`config.mk`:
```
export PLATFORM = sky130hd
export DESIGN_NAME = zigbee_io_bridge
export DESIGN_NICKNAME = d
export VERILOG_FILES = /design/src/rtl/zigbee_io_bridge.sv
export SDC_FILE = /design/constraint.sdc
export NUM_CORES = 1
export LEC_CHECK = 0
export CAP_MARGIN = 15
export CORE_MARGIN = 2
export CORE_UTILIZATION = 55
export CTS_BUF_LIST = sky130_fd_sc_hd__clkbuf_4
export CTS_CLUSTER_DIAMETER = 30
export DETAILED_ROUTE_END_ITERATION = 8
export GPL_ROUTABILITY_DRIVEN = 1
export PLACE_DENSITY = 0.92
export SLEW_MARGIN = 15
export SYNTH_ARGS = -nofsm -noshare
export SYNTH_HDL_FRONTEND = slang
export SYNTH_SLANG_ARGS = --single-unit
```
`constraint.sdc`:
```
create_clock -name clk_i -period 4.7 [get_ports clk_i]
set_input_delay 1.41 -clock clk_i [delete_from_list [all_inputs] [get_ports clk_i]]
set_output_delay 1.41 -clock clk_i [all_outputs]
set_load 0.01 [all_outputs]
```
`src/rtl/zigbee_io_bridge.sv`:
```
// zigbee_io_bridge: core-side stage behind the pad ring.
// Synchronises the asynchronous pad buses, decodes sel into four tester
// modes and bridges tester strobe pulses to/from the Zigbee core through a
// TX FIFO and an RX FIFO.
//   clk_i, resetn_i        core clock, async active-low reset
//   sel_i[1:0]             tester mode select (async)
//   mux_i[21:0]            pad input: [7:0] data, [8] strobe, [9] clear
//   mux_o[17:0]            registered pad output (loopback / TX / RX / status)
//   tx_data_o/valid/ready  TX byte stream to the core
//   rx_data_i/valid/ready  RX byte stream from the core
//   status_i[15:0]         core status word, readable in STATUS mode
module zigbee_io_bridge #(
  parameter int unsigned DEPTH       = 4,
  parameter int unsigned SYNC_STAGES = 2
) (
  input  logic        clk_i,
  input  logic        resetn_i,
  input  logic [1:0]  sel_i,
  input  logic [21:0] mux_i,
  output logic [17:0] mux_o,
  output logic [7:0]  tx_data_o,
  output logic        tx_valid_o,
  input  logic        tx_ready_i,
  input  logic [7:0]  rx_data_i,
  input  logic        rx_valid_i,
  output logic        rx_ready_o,
  input  logic [15:0] status_i
);

  localparam int unsigned AW = $clog2(DEPTH);
  localparam int unsigned CW = AW + 1;
  localparam logic [CW-1:0] FULL_CNT = CW'(DEPTH);

  typedef enum logic [1:0] {
    MODE_LOOPBACK = 2'b00,
    MODE_TX_LOAD  = 2'b01,
    MODE_RX_READ  = 2'b10,
    MODE_STATUS   = 2'b11
  } mode_e;

  // Pad synchronisers
  logic [SYNC_STAGES-1:0][1:0]  sel_sync_q;
  logic [SYNC_STAGES-1:0][21:0] in_sync_q;

  always_ff @(posedge clk_i or negedge resetn_i) begin
    if (!resetn_i) begin
      sel_sync_q <= '0;
      in_sync_q  <= '0;
    end else begin
      sel_sync_q[0] <= sel_i;
      in_sync_q[0]  <= mux_i;
      for (int unsigned i = 1; i < SYNC_STAGES; i++) begin
        sel_sync_q[i] <= sel_sync_q[i-1];
        in_sync_q[i]  <= in_sync_q[i-1];
      end
    end
  end

  mode_e       ssel;
  logic [21:0] sin;
  logic        unused_pad_bits;

  assign ssel            = mode_e'(sel_sync_q[SYNC_STAGES-1]);
  assign sin             = in_sync_q[SYNC_STAGES-1];
  assign unused_pad_bits = ^sin[21:18];

  // Edge detection; a mode change masks edges for that one cycle
  mode_e prev_sel_q;
  logic  prev_stb_q, prev_clr_q;
  logic  mode_chg, stb_edge, clr_edge;

  assign mode_chg = (ssel != prev_sel_q);
  assign stb_edge = sin[8] & ~prev_stb_q & ~mode_chg;
  assign clr_edge = sin[9] & ~prev_clr_q & ~mode_chg;

  always_ff @(posedge clk_i or negedge resetn_i) begin
    if (!resetn_i) begin
      prev_sel_q <= MODE_LOOPBACK;
      prev_stb_q <= 1'b0;
      prev_clr_q <= 1'b0;
    end else begin
      prev_sel_q <= ssel;
      prev_stb_q <= sin[8];
      prev_clr_q <= sin[9];
    end
  end

  // TX FIFO: tester pushes, core pops
  logic [7:0]    tx_mem_q [DEPTH];
  logic [AW-1:0] tx_wptr_q, tx_wptr_d, tx_rptr_q, tx_rptr_d;
  logic [CW-1:0] tx_cnt_q, tx_cnt_d;
  logic          tx_ovf_q, tx_ovf_d;
  logic          tx_empty, tx_full, tx_pop, tx_push_req, tx_push, tx_flush;

  assign tx_empty    = (tx_cnt_q == '0);
  assign tx_full     = (tx_cnt_q == FULL_CNT);
  assign tx_valid_o  = ~tx_empty;
  assign tx_data_o   = tx_mem_q[tx_rptr_q];
  assign tx_pop      = tx_valid_o & tx_ready_i;
  assign tx_push_req = (ssel == MODE_TX_LOAD) & stb_edge;
  assign tx_flush    = (ssel == MODE_TX_LOAD) & clr_edge;
  // A full FIFO still accepts a push when the core frees a slot this cycle
  assign tx_push     = tx_push_req & (~tx_full | tx_pop) & ~tx_flush;

  always_comb begin
    tx_wptr_d = tx_wptr_q;
    tx_rptr_d = tx_rptr_q;
    tx_cnt_d  = tx_cnt_q;
    tx_ovf_d  = tx_ovf_q;
    if (tx_flush) begin
      tx_wptr_d = '0;
      tx_rptr_d = '0;
      tx_cnt_d  = '0;
      tx_ovf_d  = 1'b0;
    end else begin
      if (tx_push) tx_wptr_d = tx_wptr_q + AW'(1);
      if (tx_pop)  tx_rptr_d = tx_rptr_q + AW'(1);
      tx_cnt_d = tx_cnt_q + CW'(tx_push) - CW'(tx_pop);
      if (tx_push_req & tx_full & ~tx_pop) tx_ovf_d = 1'b1;
    end
  end

  // RX FIFO: core pushes, tester pops
  logic [7:0]    rx_mem_q [DEPTH];
  logic [AW-1:0] rx_wptr_q, rx_wptr_d, rx_rptr_q, rx_rptr_d;
  logic [CW-1:0] rx_cnt_q, rx_cnt_d;
  logic          rx_ovf_q, rx_ovf_d;
  logic          rx_empty, rx_full, rx_push, rx_pop, rx_flush;
  logic [7:0]    rx_head;

  assign rx_empty   = (rx_cnt_q == '0);
  assign rx_full    = (rx_cnt_q == FULL_CNT);
  assign rx_ready_o = ~rx_full;
  assign rx_head    = rx_mem_q[rx_rptr_q];
  assign rx_flush   = (ssel == MODE_RX_READ) & clr_edge;
  assign rx_push    = rx_valid_i & rx_ready_o & ~rx_flush;
  assign rx_pop     = (ssel == MODE_RX_READ) & stb_edge & ~rx_empty & ~rx_flush;

  always_comb begin
    rx_wptr_d = rx_wptr_q;
    rx_rptr_d = rx_rptr_q;
    rx_cnt_d  = rx_cnt_q;
    rx_ovf_d  = rx_ovf_q;
    if (rx_flush) begin
      rx_wptr_d = '0;
      rx_rptr_d = '0;
      rx_cnt_d  = '0;
      rx_ovf_d  = 1'b0;
    end else begin
      if (rx_push) rx_wptr_d = rx_wptr_q + AW'(1);
      if (rx_pop)  rx_rptr_d = rx_rptr_q + AW'(1);
      rx_cnt_d = rx_cnt_q + CW'(rx_push) - CW'(rx_pop);
      if (rx_valid_i & rx_full) rx_ovf_d = 1'b1;
    end
  end

  always_ff @(posedge clk_i or negedge resetn_i) begin
    if (!resetn_i) begin
      for (int unsigned i = 0; i < DEPTH; i++) begin
        tx_mem_q[i] <= '0;
        rx_mem_q[i] <= '0;
      end
      tx_wptr_q <= '0;
      tx_rptr_q <= '0;
      tx_cnt_q  <= '0;
      tx_ovf_q  <= 1'b0;
      rx_wptr_q <= '0;
      rx_rptr_q <= '0;
      rx_cnt_q  <= '0;
      rx_ovf_q  <= 1'b0;
    end else begin
      if (tx_push) tx_mem_q[tx_wptr_q] <= sin[7:0];
      if (rx_push) rx_mem_q[rx_wptr_q] <= rx_data_i;
      tx_wptr_q <= tx_wptr_d;
      tx_rptr_q <= tx_rptr_d;
      tx_cnt_q  <= tx_cnt_d;
      tx_ovf_q  <= tx_ovf_d;
      rx_wptr_q <= rx_wptr_d;
      rx_rptr_q <= rx_rptr_d;
      rx_cnt_q  <= rx_cnt_d;
      rx_ovf_q  <= rx_ovf_d;
    end
  end

  // Pad output register; views reflect FIFO state before this cycle's update
  logic [17:0] mux_q, mux_d;

  always_comb begin
    mux_d = '0;
    unique case (ssel)
      MODE_LOOPBACK: mux_d = sin[17:0];
      MODE_TX_LOAD:  mux_d = 18'({tx_ovf_q, tx_full, tx_empty, tx_cnt_q});
      MODE_RX_READ:  mux_d = 18'({rx_cnt_q, rx_ovf_q, ~rx_empty, rx_head});
      MODE_STATUS:   mux_d = {2'b00, status_i};
      default:       mux_d = '0;
    endcase
  end

  always_ff @(posedge clk_i or negedge resetn_i) begin
    if (!resetn_i) mux_q <= '0;
    else           mux_q <= mux_d;
  end

  assign mux_o = mux_q;

endmodule

```
== Word level (Yosys, flattened, before mapping) ==
Cells that the tools add are included.
Storage, ports and cells
  register bits after elaboration: 142
  input port bits: 52
  output and inout bits: 28
  word-level logic and storage cells: 115
Operators by class
  $add $sub $neg: 8
  $lt $le $gt $ge: 6
  equality and inequality tests: 6
  mux-type cells: 27
  bitwise gates (word level): 33
  reduce and logical (&&, ||, !) cells: 11
Operator list (count)
  18-bit case mux with 4 select lines: 1
  32-bit bitwise mux: 2
  8-bit two-way mux: 6
  8-bit binary-select mux with 2-bit select: 2
  8-bit demux with 2-bit select: 2
  1-bit AND: 18
  2-bit two-way mux: 8
  3-bit greater-or-equal comparator (second input constant): 4
  2-bit inverter with 3-bit output: 4
  2-bit nonzero test: 6
  1-bit inverter: 10
  2-bit by 1-bit adder with 2-bit output (second input constant): 4
  3-bit by 1-bit adder with 3-bit output: 2
  3-bit == test (second input constant): 2
  3-bit logical NOT: 2
  3-bit by 1-bit less-than comparator with 1-bit output (second input constant): 2
  3-bit two-way mux: 2
  3-bit by 1-bit subtractor with 3-bit output: 2
  2-bit == test (second input constant): 2
  1-bit two-way mux: 4
  2-bit by 1-bit == test with 1-bit output (second input constant): 1
  1-bit logical AND: 2
  2-bit logical NOT: 1
  2-bit inequality test: 1
  1-bit OR: 1

== Logic depth before layout (Yosys ltp) ==
Gate-level depths: netlist (run 1).
  word-level depth: 9
  depth in mapped cells: 13

== Least setup slack after synthesis (run 1) ==
OpenSTA, ideal clock, no wires.
  path kind: input to register
  from: input port tx_ready_i
  to: register tx_cnt_q[2]
  library setup time: 0.154 ns
  data arrival time: 3.589 ns
  data required time: 4.546 ns
  slack: 0.958 ns
  stages on the path: 12
  path buffers: 1
  cell sequence: nor4b_1 or4b_1 buf_4 or2_2 ha_1 inv_1 ha_1 inv_1 fa_1 xor2_1 xnor2_1 nor2_1
On the way
  cells in the longest elaborated chain, start to end: 7
RTL lines
  start, declared: line 23  | input logic tx_ready_i,
  1-bit AND *: line 99  | assign tx_pop = tx_valid_o & tx_ready_i;
  1-bit OR: line 103  | assign tx_push = tx_push_req & (~tx_full | tx_pop) & ~tx_flush;
  1-bit AND (2 in series): line 103
  3-bit by 1-bit adder with 3-bit output: line 118  | tx_cnt_d = tx_cnt_q + CW'(tx_push) - CW'(tx_pop);
  3-bit by 1-bit subtractor with 3-bit output *: line 118
  3-bit two-way mux *: line 110  | if (tx_flush) begin
  net tx_cnt_d[2]: line 91  | logic [CW-1:0] tx_cnt_q, tx_cnt_d;
  end signal, assigned: line 176  | tx_cnt_q <= tx_cnt_d;
  end, declared: line 91
The timed path passes the listed nets; every way through them passes the cells marked *.
A chain may end at the register's enable or synchronous reset.

== Final worst setup path (run 1) ==
Same ends and word-level chain as after synthesis.

==> run_results.csv, run 1 <==
group,metric,value,unit
global_routing,antenna_found_initial,0,
floorplanning,die_area,11200,sq um
floorplanning,start_util,0.559,
routing,routedWlPerCell,18.2,um
yosys,synth_top_area_share,0.624,
yosys,synthTopCellsByCount,"142 x dfrtp_1, 63 x mux2_2, 22 x mux4_2",
routing,drt_iter0_markers,145,
routing,drc_errors,0,
yosys,ys_ff_latch,142,
cells_and_area,drive_above_1_share,0.282,
yosys,synth_fp_nets,428,
clock_tree,clock_latency,530,ps
clock_tree,cts_root_buffer,"clkbuf_4",
global_routing,overflow,0,
yosys,yosysTopAreaCell,"dfrtp_1",
worst_setup_path,crit_chain,"clkdlybuf4s50_1 > nor4b_1 > or4b_1 > or2_2 > ha_1 > inv_1 > ha_1 > inv_1 > fa_1 > xor2_1 > xnor2_1 > nor2_1",
global_routing,grt_pass1_wl,17.5,mm
cells_and_area,multi_input_area,2050,sq um
cells_and_area,area_growth,20.9,%
yosys,synthArstFlopShare,1.00,
timing,grt_setup_unrepaired,"no",
hold_path,hold_class,"flip-flop to flip-flop",
cells_and_area,finish.instance_area,6890,sq um
routing,ant_nets,0,
worst_setup_path,max_stage_delay,550,ps
placement,gp_congestion,0.782,
worst_setup_path,cp.arrival,4190,ps
floorplanning,rows,37,
clock_tree,cts_hold_buf,0,
timing,final.min_clock_period,3800,ps
timing,post-route-period-util,0.808,
worst_setup_path,start_kind,"input port",
timing,finalSetupViolCount,0,
routing,wl,10.9,mm
floorplanning,chipWidth,106,um
timing,fmax,263,MHz
power,p_leak,0.00302,uW
clock_tree,clock-sinks,142,
worst_setup_path,endpoint_kind,"flip-flop",
clock_tree,clockBufferDepth,2,
global_routing,grt_max_degree,124,
placement,post_dp_cell_area,6590,sq um
clock_tree,tritoncts,"built",
routing,vias_per_cell,5.45,
clock_tree,clk_pin_slew_worst_paths,110,ps
clock_tree,cts_setup_buffers,0,
floorplanning,coreArea,10200,sq um
power,powerDensity,498,nW/um^2
placement,hpwl,7.29,mm
yosys,ys_seq_area_frac,0.624,
timing,drv_slew,0,
global_routing,grt_pass1_vias,3461,
yosys,synth_edf_count,0,
routing,vias,3254,
yosys,ys.warnings.count,0,
worst_setup_path,criticalPathCategory,"input port to flip-flop",
worst_setup_path,path_delay_family,"simple AND/OR/NAND/NOR gates",
timing,finClkSkew,14.8,ps
yosys,netlist_instances,362,
yosys,yosysMostFrequentCell,"dfrtp_1",
placement,io_buffer_count,75,
floorplanning,top_level_ports,80,
worst_setup_path,cpMaxStageDelayCell,"or4b_1",
clock_tree,cts_resized,0,
cells_and_area,regArea,3550,sq um
power,vdd_ir_drop_max,0.215,mV
clock_tree,htreeDepth,4,
clock_tree,numCtsBuffers,17,
timing,slew_headroom,0.384,
timing,setup_tns,0,ps
timing,tightest_slew,924,ps
worst_setup_path,crit_required,5090,ps
cells_and_area,antenna_cells,0,
worst_setup_path,cp.buffers_inverters,3,
yosys,synth.distinct_cells,39,
run_status,status,"finished clean",
cells_and_area,nNetsFinal,514,
global_routing,track_usage,0.210,
timing,finalHoldViolations,0,
cells_and_area,n_fill_cell,676,
yosys,synth_flop_cell,"dfrtp_1",
worst_setup_path,crit_fanout,3,
flow_run,drv_cap,0,
yosys,synth_area_leaders,"dfrtp_1 62%, mux2_2 12%, mux4_2 8.7%",
yosys,syn-cell-area,5700,sq um
floorplanning,die_y,106,um
routing,first_pass_iters,4,
yosys,syn_area_per_cell,15.7,sq um
[layout make-up]
type	instances	area share
timing repair buffer	78	0.113
multi-input combinational	195	0.297
tap	136	0.0247
sequential	142	0.516
clock inverter	14	0.0218
clock buffer	18	0.0196
inverter	14	0.00763
[flip-flops by register name, indices dropped and copies added (netlist names), 2 cells and up]
register / count
rx_cnt_q: 3
tx_cnt_q: 3
tx_rptr_q: 2
in_sync_q: 18
tx_mem_q: 32
tx_wptr_q: 2
sel_sync_q: 2
sin: 18
rx_mem_q: 32
rx_rptr_q: 2
mux_o: 18
prev_sel_q: 2
rx_wptr_q: 2
ssel: 2
[layer usage]
layer	vias up	routed length [um]	GRT usage
met4	0	158	0.0686
met5	-	0	0
met2	75	5860	0.359
met3	11	362	0.0563
li1	1462	-	-
met1	1706	4510	0.260
[stage by stage]
stage / hold slack [ps] / total power, uW / util / setup WS [ps] / cells
5_1_grt: 356 / 3620 / 0.676 / 758 / 597
3_5_place_dp: 335 / 2670 / 0.647 / 362 / 565
2_1_floorplan: 331 / 2310 / - / 958 / 362
4_1_cts: 361 / 3450 / 0.675 / 851 / 597
6_report: 359 / 3430 / 0.676 / 904 / 597
3_3_place_gp: 334 / 2590 / 0.647 / 476 / 565
[cells by family (layout without fill, tap and decap cells)]
| group | after synthesis | in the layout | synth area share |
|---|---|---|---|
| mux | 90 | 90 | 0.221 |
| xor+xnor | 9 | 9 | 0.0138 |
| compound gates | 19 | 19 | 0.0204 |
| simple gates | 63 | 63 | 0.0701 |
| fa+ha+maj | 14 | 14 | 0.0334 |
| flops | 142 | 142 | 0.624 |
| buf+inv | 25 | 124 | 0.0180 |
[placed cells by master, fill, tap and decap left out, types with 3 or more instances in the layout]
cell and count:
clkdlybuf4s50_1 74, clkbuf_4 18, inv_1 14, bufinv_16 3, and2_1 5, clkinv_1 3, dfrtp_1 142, a21oi_1 5
xor2_1 5, nand3_1 6, mux2i_1 4, mux4_2 22, nor2_1 11, nor2b_1 3, nor3b_4 4, ha_1 12
o21ai_0 7, a22o_1 3, nand2_1 11, xnor2_1 4, buf_4 3, mux2_2 63, nand2_2 5, clkinv_2 5
[report_power, final]
| part | leakage, uW | switching [uW] | internal, uW |
|---|---|---|---|
| Combinational | 0.00111 | 344 | 567 |
| Clock | 0.000154 | 420 | 365 |
| Sequential | 0.00175 | 236 | 1500 |
| Total | 0.00302 | 1000 | 2430 |
[worst paths after layout]
path / slack, ps / end / cells past startpoint / start
worst min-delay path: 360 / sin[13] / 0 / in_sync_q[13]
max in group asynchronous: 2840 / rx_mem_q[17] / 2 / resetn_i
worst max-delay path: 900 / tx_cnt_q[2] / 12 / tx_ready_i
worst max register to register: 1210 / tx_cnt_q[2] / 11 / ssel[1]
worst min register to register: 360 / sin[13] / 0 / in_sync_q[13]
min in group asynchronous: 1030 / sin[6] / 1 / resetn_i
[worst register-to-register path, stage by stage, from the launching register on]
cell and delay, ps:
dfrtp_1 950, xor2_1 240, nor3_2 680, or2_2 260
ha_1 230, inv_1 60, ha_1 140, inv_1 50
fa_1 380, xor2_1 170, xnor2_1 140, nor2_1 50
(Power assumes the default switching activity.)
==> inputs of run 2 (changes only) <==
Clock period 4.7 ns to 3.6 ns, I/O delays scaled along.
==> run_results.csv, run 2 (same netlist as run 1, synthesis figures left out) <==
group,metric,value,unit
worst_setup_path,crit_fanout,10,
routing,drt_iter0_markers,164,
worst_setup_path,cp.arrival,2380,ps
worst_setup_path,endpoint_kind,"output port",
placement,place_inst,573,
worst_setup_path,max_stage_delay,770,ps
timing,setup_tns,0,ps
routing,wl,10.7,mm
cells_and_area,drive_above_1_share,0.301,
global_routing,grtUsageMet3,0.0538,
power,switchingPower,1320,uW
hold_path,hold_class,"flip-flop to flip-flop",
cells_and_area,n_fill_cell,677,
timing,finalSetupViolCount,0,
global_routing,grt_pass1_wl,17.6,mm
floorplanning,chipWidth,106,um
worst_setup_path,cp.buffers_inverters,1,
routing,vias_per_cell,5.43,
power,comb_power_share,0.262,
timing,fmax,289,MHz
routing,first_pass_iters,4,
clock_tree,cts_resized,0,
placement,hpwl,7.53,mm
worst_setup_path,crit_required,2520,ps
timing,post-route-period-util,0.962,
global_routing,top_usage_layer,"met2",
power,vdd_ir_drop_max,0.363,mV
global_routing,grt_use_met1,0.254,
floorplanning,die_y,106,um
floorplanning,start_util,0.559,
placement,io_buffer_count,75,
floorplanning,top_level_ports,80,
cells_and_area,instances_no_fill,605,
placement,gp_congestion,0.804,
timing,grt_setup_unrepaired,"no",
timing,tightest_slew,755,ps
worst_setup_path,criticalPathCategory,"flip-flop to output port",
power,p_int,3260,uW
power,p_sw_frac,0.289,
timing,finClkSkew,12.6,ps
worst_setup_path,start_kind,"flip-flop",
placement,preCtsSetupSlack,-327,ps
floorplanning,coreArea,10200,sq um
routing,routedWlPerCell,17.7,um
power,seqPwrFrac,0.493,
timing,final.min_clock_period,3460,ps
worst_setup_path,cpMaxStageDelayCell,"dfrtp_1",
timing,setup_ws,136,ps
flow_run,drv_cap,0,
global_routing,met2_usage,0.360,
clock_tree,cts_setup_buffers,0,
clock_tree,numCtsBuffers,17,
clock_tree,tritoncts,"built",
cells_and_area,reg.largest.list,"rx_mem_q x32, tx_mem_q x32",
timing,slew_headroom,0.494,
clock_tree,clk_pin_slew_worst_paths,110,ps
power,p_leak,0.00307,uW
power,powerDensity,654,nW/um^2
clock_tree,cts_root_buffer,"clkbuf_4",
clock_tree,cts_hold_buf,0,
worst_setup_path,crit_chain,"mux4_2 > clkdlybuf4s50_1",
global_routing,grt_pass1_vias,3550,
timing,finalHoldViolations,0,
routing,vias,3288,
cells_and_area,nNetsFinal,522,
worst_setup_path,path_delay_family,"flip-flops",
floorplanning,rows,37,
cells_and_area,antenna_cells,0,
routing,ant_nets,0,
routing,drc_errors,0,
cells_and_area,final_common_cell,"dfrtp_1",
run_status,status,"finished clean",
global_routing,overflow,0,
cells_and_area,final_cell_mix,"142 x dfrtp_1, 74 x clkdlybuf4s50_1, 63 x mux2_2",
clock_tree,clock_latency,530,ps
timing,drv_slew,0,
cells_and_area,area_growth,22.9,%
global_routing,antenna_found_initial,0,
clock_tree,clock-sinks,142,
floorplanning,die_area,11200,sq um
clock_tree,clockBufferDepth,2,
global_routing,grt_max_degree,62,
power,clockPowerShare,0.245,
global_routing,track_usage,0.210,
clock_tree,htreeDepth,4,
[run 2: cell types whose count changed in the layout (fill, tap and decap cells not counted)]
cell	delta
buf_4	+7
clkinv_1	-3
clkinv_2	-3
clkinvlp_4	+3
clkinv_4	+2
buf_12	+1
buf_6	+1
bufinv_16	+1
clkbuf_8	-1
[run 2: final cells by class]
type,count,area (sq um),area share
Sequential cell,142,3550,0.508
Multi-Input combinational cell,195,2050,0.292
Inverter,14,52.6,0.00751
Timing Repair Buffer,86,847,0.121
Clock inverter,14,194,0.0277
Tap cell,136,170,0.0243
Clock buffer,18,135,0.0193
[run 2: metal layers]
layer / routed length [um] / vias to the layer above
li1: - / 1477
met1: 4390 / 1727
met2: 5740 / 68
met3: 393 / 16
met4: 180 / 0
met5: 0 / -
[run 2: through the flow]
| stage | power [uW] | cell area [sq um] | hold slack [ps] | util |
|---|---|---|---|---|
| after floorplan | 3020 | 5700 | 331 | - |
| after global placement | 3390 | 6660 | 334 | 0.654 |
| after detailed placement | 3490 | 6660 | 335 | 0.654 |
| after CTS | 4620 | 6990 | 362 | 0.687 |
| after global routing | 4840 | 7000 | 370 | 0.687 |
| final | 4580 | 7000 | 360 | 0.687 |
[run 2: power by group through the flow]
stage               combinational (uW)  sequential (uW)  clock (uW)
floorplan                          867             2150           0
global placement                  1140             2250           0
detailed placement                1200             2290           0
CTS                               1210             2260        1150
global route                      1300             2310        1220
finish                            1200             2260        1120
[run 2: path summary, 6_finish.rpt]
kind                                     from      endpoint  slack, ps  cells after the start
max in group asynchronous            resetn_i  rx_mem_q[12]       2360                      2
worst min register to register  in_sync_q[10]       sin[10]        360                      0
worst max-delay path             tx_rptr_q[0]  tx_data_o[7]        140                      2
min in group asynchronous            resetn_i     mux_o[16]        480                      1
worst max register to register        ssel[1]   tx_cnt_q[2]        460                     11
worst min-delay path            in_sync_q[10]       sin[10]        360                      0
==> inputs of run 3 (changes only) <==
Settings changed: CORE_ASPECT_RATIO from default to 1.25.
==> run_results.csv, run 3 (same netlist as run 1, synthesis figures left out) <==
group,metric,value,unit
global_routing,grt_max_degree,74,
cells_and_area,area_growth,20.4,%
clock_tree,htreeDepth,4,
placement,hpwl,8.12,mm
timing,final.min_clock_period,3400,ps
flow_run,drv_cap,0,
floorplanning,die_area,11200,sq um
cells_and_area,regArea,3550,sq um
clock_tree,cts_resized,0,
floorplanning,top_level_ports,80,
routing,wl,11.2,mm
worst_setup_path,criticalPathCategory,"input port to flip-flop",
global_routing,grt_pass1_wl,18.4,mm
cells_and_area,instances_no_fill,597,
routing,first_pass_iters,4,
floorplanning,start_util,0.564,
routing,vias,3301,
cells_and_area,final_cell_mix,"141 x dfrtp_1, 74 x clkdlybuf4s50_1, 63 x mux2_2",
floorplanning,die_y,118,um
worst_setup_path,crit_required,4010,ps
power,powerDensity,617,nW/um^2
clock_tree,clk_pin_slew_worst_paths,100,ps
worst_setup_path,reg2reg_slack,530,ps
routing,ant_nets,0,
clock_tree,clockBufferDepth,2,
worst_setup_path,crit_fanout,3,
clock_tree,tritoncts,"built",
clock_tree,clock-sinks,142,
global_routing,overflow,0,
clock_tree,cts_setup_buffers,0,
timing,drv_slew,0,
timing,finalHoldViolations,0,
clock_tree,cts_root_buffer,"clkbuf_4",
timing,tightest_slew,765,ps
cells_and_area,drive_above_1_share,0.293,
routing,vias_per_cell,5.53,
power,vdd_ir_drop_max,0.264,mV
clock_tree,cts_hold_buf,0,
cells_and_area,multi_input_area,2050,sq um
placement,gp_congestion,0.779,
run_status,status,"finished clean",
worst_setup_path,start_kind,"input port",
cells_and_area,fin_util,0.679,
clock_tree,clock_latency,540,ps
global_routing,antenna_found_initial,1,
routing,routedWlPerCell,18.8,um
global_routing,track_usage,0.221,
placement,io_buffer_count,75,
power,p_leak,0.00303,uW
timing,fmax,294,MHz
cells_and_area,n_fill_cell,661,
floorplanning,coreArea,10100,sq um
worst_setup_path,endpoint_kind,"flip-flop",
clock_tree,numCtsBuffers,17,
timing,grt_setup_unrepaired,"no",
global_routing,grt_pass1_vias,3665,
worst_setup_path,cp.arrival,3810,ps
routing,drt_iter0_markers,235,
cells_and_area,reg.largest.list,"rx_mem_q x32, tx_mem_q x32",
cells_and_area,final_common_cell,"dfrtp_1",
placement,place_inst,568,
routing,drc_errors,0,
timing,slew_headroom,0.485,
timing,finClkSkew,14.0,ps
cells_and_area,nNetsFinal,524,
timing,post-route-period-util,0.946,
timing,finalSetupViolCount,0,
timing,hold-worst-slack,351,ps
floorplanning,rows,41,
hold_path,hold_class,"flip-flop to flip-flop",
floorplanning,chipWidth,95.0,um
-- run 3: power breakdown --
group,total [uW],internal (uW),switching (uW)
clock,781,295,487
combinational,1190,743,447
sequential,2260,1960,308
total,4240,2990,1240
-- run 3: cell type report --
class | count | area share
clock buffer | 23 | 0.0252
antenna | 1 | 0.000365
inverter | 14 | 0.00766
clock inverter | 5 | 0.00310
timing repair buffer | 88 | 0.124
sequential | 142 | 0.518
tap | 129 | 0.0235
multi-input combinational | 195 | 0.298
-- run 3: path summary, 6_finish.rpt --
| path | from | end | cells past startpoint |
|---|---|---|---|
| worst min-delay path | in_sync_q[12] | sin[12] | 0 |
| max in group asynchronous | resetn_i | rx_ovf_q | 2 |
| worst max-delay path | tx_ready_i | tx_cnt_q[2] | 12 |
| worst max register to register | ssel[1] | tx_cnt_q[2] | 11 |
| worst min register to register | in_sync_q[12] | sin[12] | 0 |
| min in group asynchronous | resetn_i | rx_mem_q[2] | 1 |
-- run 3: through the flow --
stage	setup TNS [ps]	worst slack [ps]	power (uW)	cell area, sq um
6_report	0	196	4240	6860
5_1_grt	0	122	4480	6860
4_1_cts	0	56.9	4270	6850
3_5_place_dp	-443	-323	3490	6660
3_3_place_gp	-360	-279	3390	6660
2_1_floorplan	0	188	3020	5700
-- run 3: layer usage --
layer | wire length [um] | GRT usage
met5 | 0 | 0
met1 | 4340 | 0.258
met3 | 372 | 0.0531
met2 | 6240 | 0.383
met4 | 285 | 0.0951
-- run 3: worst max-delay path, cell delays in order --
cell             delay (ps)
clkdlybuf4s50_1         530
nor4b_1                  90
or4b_1                  550
or2_2                   330
ha_1                    270
inv_1                    50
ha_1                    130
inv_1                    50
fa_1                    370
xor2_1                  160
xnor2_1                 130
nor2_1                   50
